<file path="src/rtl/mtpsa_digest_splitter.sv">
// Splits the 304-bit egress TUSER into a standard 128-bit SUME TUSER for the packet
// stream and a {src_port, user_id, digest} record queued for the CPU digest port.
module mtpsa_digest_splitter #(
  parameter int C_AXIS_DATA_WIDTH    = 256,
  parameter int C_S_AXIS_TUSER_WIDTH = 304,
  parameter int C_M_AXIS_TUSER_WIDTH = 128,
  parameter int DIGEST_WIDTH         = 256,
  parameter int DIG_FIFO_DEPTH       = 8
) (
  input  logic                              axis_aclk,
  input  logic                              axis_rst,
  input  logic [C_AXIS_DATA_WIDTH-1:0]      s_axis_tdata,
  input  logic [C_AXIS_DATA_WIDTH/8-1:0]    s_axis_tkeep,
  input  logic [C_S_AXIS_TUSER_WIDTH-1:0]   s_axis_tuser,
  input  logic                              s_axis_tvalid,
  output logic                              s_axis_tready,
  input  logic                              s_axis_tlast,
  output logic [C_AXIS_DATA_WIDTH-1:0]      m_axis_tdata,
  output logic [C_AXIS_DATA_WIDTH/8-1:0]    m_axis_tkeep,
  output logic [C_M_AXIS_TUSER_WIDTH-1:0]   m_axis_tuser,
  output logic                              m_axis_tvalid,
  input  logic                              m_axis_tready,
  output logic                              m_axis_tlast,
  output logic [DIGEST_WIDTH+15:0]          m_dig_tdata,
  output logic                              m_dig_tvalid,
  input  logic                              m_dig_tready,
  output logic [31:0]                       pkt_count,
  output logic [31:0]                       dig_count,
  output logic [31:0]                       dig_drop_count
);

  localparam int KEEP_W = C_AXIS_DATA_WIDTH / 8;
  localparam int DIG_W  = DIGEST_WIDTH + 16;
  localparam int PTR_W  = $clog2(DIG_FIFO_DEPTH);
  localparam int CNT_W  = PTR_W + 1;
  localparam int PAD_W  = C_M_AXIS_TUSER_WIDTH - 48;
  localparam logic [PTR_W-1:0] PTR_ONE = PTR_W'(1);
  localparam logic [CNT_W-1:0] CNT_ONE = CNT_W'(1);
  localparam logic [CNT_W-1:0] CNT_ZERO = CNT_W'(0);
  localparam logic [CNT_W-1:0] DEPTH_C = CNT_W'(DIG_FIFO_DEPTH);

  // Only the 48-bit SUME metadata travels with a beat; the digest is split off on entry.
  typedef struct packed {
    logic [C_AXIS_DATA_WIDTH-1:0] data;
    logic [KEEP_W-1:0]            keep;
    logic                         last;
    logic [47:0]                  user;
  } beat_t;

  beat_t             in_beat_s;
  beat_t             main_beat_r, main_beat_s;
  beat_t             skid_beat_r, skid_beat_s;
  logic              main_valid_r, main_valid_s;
  logic              skid_valid_r, skid_valid_s;
  logic              tready_r;
  logic              in_hs_s;
  logic              out_hs_s;
  logic              sop_r;

  logic [DIG_W-1:0]  dig_mem_r [DIG_FIFO_DEPTH];
  logic [DIG_W-1:0]  push_data_s;
  logic [PTR_W-1:0]  wr_ptr_r;
  logic [PTR_W-1:0]  rd_ptr_r;
  logic [CNT_W-1:0]  fifo_count_r, fifo_count_s;
  logic              dig_valid_r;
  logic              push_req_s;
  logic              push_ok_s;
  logic              drop_s;
  logic              pop_s;

  logic [31:0]       pkt_count_r;
  logic [31:0]       dig_count_r;
  logic [31:0]       dig_drop_count_r;

  assign in_beat_s   = {s_axis_tdata, s_axis_tkeep, s_axis_tlast, s_axis_tuser[47:0]};
  assign in_hs_s     = s_axis_tvalid && tready_r;
  assign out_hs_s    = main_valid_r && m_axis_tready;
  assign pop_s       = dig_valid_r && m_dig_tready;
  assign push_data_s = {s_axis_tuser[23:16], s_axis_tuser[47:40],
                        s_axis_tuser[C_S_AXIS_TUSER_WIDTH-1:48]};
  assign push_req_s  = in_hs_s && sop_r && s_axis_tuser[32];
  // A full FIFO still accepts a push when the head leaves in the same cycle.
  assign push_ok_s   = push_req_s && ((fifo_count_r < DEPTH_C) || pop_s);
  assign drop_s      = push_req_s && !push_ok_s;

  // Skid buffer next state: the skid entry only fills while the main entry is stalled.
  always_comb begin
    main_beat_s  = main_beat_r;
    main_valid_s = main_valid_r;
    skid_beat_s  = skid_beat_r;
    skid_valid_s = skid_valid_r;
    if (!main_valid_r || out_hs_s) begin
      if (skid_valid_r) begin
        main_beat_s  = skid_beat_r;
        main_valid_s = 1'b1;
        skid_beat_s  = in_beat_s;
        skid_valid_s = in_hs_s;
      end else begin
        main_beat_s  = in_beat_s;
        main_valid_s = in_hs_s;
        skid_valid_s = 1'b0;
      end
    end else begin
      if (in_hs_s) begin
        skid_beat_s  = in_beat_s;
        skid_valid_s = 1'b1;
      end else begin
        skid_valid_s = skid_valid_r;
      end
    end
  end

  // Skid buffer registers and the registered input-ready.
  always_ff @(posedge axis_aclk) begin
    if (axis_rst) begin
      main_beat_r  <= '0;
      skid_beat_r  <= '0;
      main_valid_r <= 1'b0;
      skid_valid_r <= 1'b0;
      tready_r     <= 1'b1;
    end else begin
      main_beat_r  <= main_beat_s;
      skid_beat_r  <= skid_beat_s;
      main_valid_r <= main_valid_s;
      skid_valid_r <= skid_valid_s;
      tready_r     <= !skid_valid_s;
    end
  end

  // Digest FIFO occupancy next state.
  always_comb begin
    fifo_count_s = fifo_count_r;
    case ({push_ok_s, pop_s})
      2'b10:   fifo_count_s = fifo_count_r + CNT_ONE;
      2'b01:   fifo_count_s = fifo_count_r - CNT_ONE;
      default: fifo_count_s = fifo_count_r;
    endcase
  end

  // Digest FIFO pointers, occupancy and the registered non-empty flag.
  always_ff @(posedge axis_aclk) begin
    if (axis_rst) begin
      wr_ptr_r     <= {PTR_W{1'b0}};
      rd_ptr_r     <= {PTR_W{1'b0}};
      fifo_count_r <= CNT_ZERO;
      dig_valid_r  <= 1'b0;
    end else begin
      if (push_ok_s) begin
        wr_ptr_r <= wr_ptr_r + PTR_ONE;
      end
      if (pop_s) begin
        rd_ptr_r <= rd_ptr_r + PTR_ONE;
      end
      fifo_count_r <= fifo_count_s;
      dig_valid_r  <= (fifo_count_s != CNT_ZERO);
    end
  end

  // Digest storage; contents are don't-care while the pointers say empty.
  always_ff @(posedge axis_aclk) begin
    if (push_ok_s) begin
      dig_mem_r[wr_ptr_r] <= push_data_s;
    end
  end

  // Start-of-packet tracking and the free-running statistics counters.
  always_ff @(posedge axis_aclk) begin
    if (axis_rst) begin
      sop_r            <= 1'b1;
      pkt_count_r      <= 32'd0;
      dig_count_r      <= 32'd0;
      dig_drop_count_r <= 32'd0;
    end else begin
      if (in_hs_s) begin
        sop_r <= s_axis_tlast;
      end
      if (out_hs_s && main_beat_r.last) begin
        pkt_count_r <= pkt_count_r + 32'd1;
      end
      if (push_ok_s) begin
        dig_count_r <= dig_count_r + 32'd1;
      end
      if (drop_s) begin
        dig_drop_count_r <= dig_drop_count_r + 32'd1;
      end
    end
  end

  assign s_axis_tready  = tready_r;
  assign m_axis_tdata   = main_beat_r.data;
  assign m_axis_tkeep   = main_beat_r.keep;
  assign m_axis_tlast   = main_beat_r.last;
  assign m_axis_tuser   = {{PAD_W{1'b0}}, main_beat_r.user};
  assign m_axis_tvalid  = main_valid_r;
  assign m_dig_tdata    = dig_mem_r[rd_ptr_r];
  assign m_dig_tvalid   = dig_valid_r;
  assign pkt_count      = pkt_count_r;
  assign dig_count      = dig_count_r;
  assign dig_drop_count = dig_drop_count_r;

endmodule

</file>
<file path="config.mk">
export PLATFORM = sky130hd
export DESIGN_NAME = mtpsa_digest_splitter
export DESIGN_NICKNAME = d
export VERILOG_FILES = /design/src/rtl/mtpsa_digest_splitter.sv
export SDC_FILE = /design/constraint.sdc
export NUM_CORES = 2
export LEC_CHECK = 0
export BUFFER_PORTS_ARGS = -buffer_cell sky130_fd_sc_hd__buf_2
export CAP_MARGIN = 20
export CORE_UTILIZATION = 40
export CTS_CLUSTER_DIAMETER = 30
export CTS_CLUSTER_SIZE = 28
export DETAILED_ROUTE_END_ITERATION = 7
export PLACE_DENSITY = 0.56
export SLEW_MARGIN = 20
export SYNTH_ARGS = -nofsm -noshare
export SYNTH_HDL_FRONTEND = slang
export SYNTH_SLANG_ARGS = --single-unit
</file>
<file path="constraint.sdc">
create_clock -name axis_aclk -period 48.2 [get_ports axis_aclk]
set_clock_uncertainty 0.1 [all_clocks]
set_input_delay 7.23 -clock axis_aclk [delete_from_list [all_inputs] [get_ports axis_aclk]]
set_output_delay 7.23 -clock axis_aclk [all_outputs]
set_load 0.05 [all_outputs]
</file>
==> out/summary.txt <==
number of standard cells in the final layout excluding fillers: 12,669
CP peak stage delay: 0.84 ns
total number of placement rows: 194
fill cell total of the finished layout: 23,148
number of cells traversed by the worst hold path: 2
vias in the first global route: 66,374
worst-path fanout max: 109
number of CTS-inserted buffers: 604
startpoint of the most critical hold path: skid_beat_r[93]$_SDFFE_PP0P_
Die Footprint: 285,000 sq um
sequence of cells on the critical path: buf_12, buf_4, buf_4, buf_4, mux4_2, mux2_2, buf_2
Reg-to-Reg Start: m_axis_tvalid$_SDFFE_PP0N_
Netlist Area Pre-Place: 113,000 sq um
critical register-to-register path endpoint: skid_beat_r[66]$_SDFFE_PP0P_
predominant post-synthesis flop cell: edfxtp_1
Total GRT Usage: 22.8%
cell at the root of the clock tree: clkbuf_16
aggregate routed wire length: 333 mm
element type at the critical path end: output pin
final cell area excluding filler cells: 144,000 sq um
Inst Count DP: 11,482
clock sink count: 2,964
slew of the pin with the lowest slew margin: 1.27 ns
RSZ-0062 raised after global routing: false
number of distinct library cells after synthesis: 52
number of detailed-routing iterations run before antenna repair: 5
Max stage delay cell, worst path: buf_4
Post-synth EDFFs: 2,176
count of maximum capacitance violations: 0
final number of setup-violating endpoints: 0
area grow syn2layout: 27.7%
critical path type: register to output pin
most numerous cell on the critical path: buf_4
Reg2Reg Depth: 8
Via Count: 66,765
io pins: 1,386
number of flip-flops and latches in the synthesized netlist: 2,964
fin. max-slew vios: 0
count of unresolved DRC violations after routing: 0
detailed-route wire length per cell: 26.3 um
Initial Utilization: 40.4%
worst supply voltage drop on vdd: 45.3 uV
minimum clock period after layout: 13.28 ns
core box area: 280,000 sq um
highest clock frequency the design can meet: 75.3 MHz
clock tree from TritonCTS: built
clock insertion delay at the later pin of the skew report: 0.97 ns
largest net degree at the start of global routing: 233
mean post-synth cell area: 16.6 sq um
Final ANT Viol Nets: 0
wire length of the first global-routing pass: 474 mm
result of the run: completed
fraction of final layout cells with drive strength greater than 1: 36.3%
Psw: 1.99 mW
Avg Vias per Cell: 5.27
sequential share of the synthesized area: 71.8%
Hold-fix buffers, CTS: 0
warning count from the yosys run: 0
Clk pin slew, worst setup/hold paths: 0.04 ns
relative max-transition margin: 15.5%
min-delay worst type: register to register
final hold violation count: 0
chip width: 534 um
H-tree depth: 6
Total Negative Setup Slacks: 0 ns
Resized cells post-CTS: 0
detailed placer's ending HPWL: 213 mm
data arrival time of the critical path: 5.95 ns
chip height: 534 um
Max Buffers Root-to-Sink: 4
static power due to leakage: 50.1 nW
placed standard-cell area: 123,000 sq um
Finished Core Util: 51.5%
initial antenna violation count: 185
cell count after synthesis: 6,804
worst hold-check slack: 0.346 ns
Int Pwr: 5.85 mW
proportion of power drawn by flip-flops and latches: 36.1%
Hold EP: skid_beat_r[93]$_SDFFE_PP0P_
Initial DRC Count: 5,766
GPL Wtd Cong: 0.924
async set or reset register ratio after synthesis: 0%
number of input and output port buffers inserted: 1,305
Sw Ratio: 25.4%
post-CTS setup buffer count: 0
fin nets: 8,971
share of power burned in combinational logic: 10.4%
Clock Power Share: 53.4%
register-to-register setup slack: 42.66 ns
leftover overflow at the end of global routing: 0
PwrDens: 54.2 nW/um^2
CP required: 40.87 ns
post-route fraction of the period consumed by the critical path: 27.5%
type of element launching the critical path: register
flip-flops by register name, indices dropped and copies added (netlist names), 3 cells and up, named ones only:
register and count:
m_axis_tkeep 32, m_axis_tdata 256, fifo_count_r 4, dig_count 32, wr_ptr_r 3, skid_beat_r 337, pkt_count 32, dig_mem_r 2176
rd_ptr_r 3, m_axis_tuser 48, dig_drop_count 32
cells in the final DEF, fill, tap and decap left out, types with 80 or more instances in the layout:
cell type	n
edfxtp_1	2176
buf_2	1304
dfxtp_1	784
nand2_1	724
clkbuf_16	607
mux4_2	544
nor2_1	436
a21oi_1	356
mux2i_1	339
a211oi_1	337
mux2_2	275
clkinv_2	98
conb_1	80
clkbuf_1	80
worst max-delay path by stage:
| stage | slack, ns | start | endpoint |
|---|---|---|---|
| 5_1_grt | 34.32 | register | m_dig_tdata[38] |
| 4_1_cts | 34.59 | register | m_dig_tdata[40] |
| 3_5_place_dp | 35.59 | s_axis_tuser[32] | dig_mem_r[7][17]$_DFFE_PP_ |
| 2_1_floorplan | 11.21 | m_dig_tready | dig_mem_r[1][0]$_DFFE_PP_ |
| 6_report | 34.92 | register | m_dig_tdata[40] |
| 3_3_place_gp | 35.66 | s_axis_tuser[32] | dig_mem_r[7][30]$_DFFE_PP_ |
power groups by stage:
stage | Sequential [mW] | Combinational, mW | Clock (mW)
floorplan | 2.97 | 0.513 | 0
global placement | 2.87 | 0.822 | 0
detailed placement | 2.88 | 0.826 | 0
CTS | 2.83 | 0.829 | 4.25
global route | 2.83 | 0.861 | 4.38
finish | 2.83 | 0.817 | 4.18
cell families after synthesis:
group | Yosys count | synth area share [%]
AOI/OAI and AO/OA | 713 | 3.92
DFF | 2964 | 71.8
adders and majority gates | 8 | 0.0886
buffers and inverters | 532 | 2.09
other | 1 | 0.00332
muxes | 1158 | 16.6
and+or+nand+nor | 1344 | 4.91
xor gates and xnor gates | 84 | 0.651
Yosys cell counts, types with 16 or more instances:
cell | number | area share, %
a211oi_1 | 337 | 2.2
a21oi_1 | 356 | 1.6
buf_1 | 40 | 0.13
buf_2 | 46 | 0.20
buf_4 | 81 | 0.54
clkbuf_1 | 351 | 1.2
dfxtp_1 | 788 | 14
edfxtp_1 | 2176 | 58
mux2_2 | 275 | 2.7
mux2i_1 | 339 | 3.0
mux4_2 | 544 | 11
nand2_1 | 725 | 2.4
nand3_1 | 42 | 0.19
nand4_1 | 28 | 0.15
nor2_1 | 437 | 1.5
nor4_1 | 22 | 0.12
or3_1 | 16 | 0.089
xnor2_1 | 44 | 0.34
xor2_1 | 40 | 0.31
cell type report:
cell class              count  area (sq um)  area share, %
well taps                3724          4660           3.23
multi-input cells        3387         29900           20.7
inverters                  13          53.8         0.0373
flip-flops and latches   2964         81100           56.2
diodes                     75           188          0.130
clock buffers             736         16200           11.2
clock inverters           375          4820           3.34
repair buffers           1395          7410           5.13
metal layers:
layer	GRT usage, %	wire [um]	up-vias	share of wire [%]
met5	0	723	-	0.22
met4	7.83	11000	112	3.3
met3	7.80	30000	728	9.0
met2	35.0	153000	2376	46
met1	30.2	138000	33963	42
li1	-	-	29586	-
critical path: cells and delay by family (launching register included):
family,cells,cell delay (ns)
DFF,1,0.71
muxes,2,0.89
buffers and inverters,5,3.12
metrics by stage:
step / setup slack [ns] / power [mW]
finish: 34.92 / 7.83
CTS: 34.59 / 7.91
detailed placement: 35.59 / 3.70
global route: 34.32 / 8.07
floorplan: 11.21 / 3.48
global placement: 35.66 / 3.69
Power figures use the tool's default switching activity.
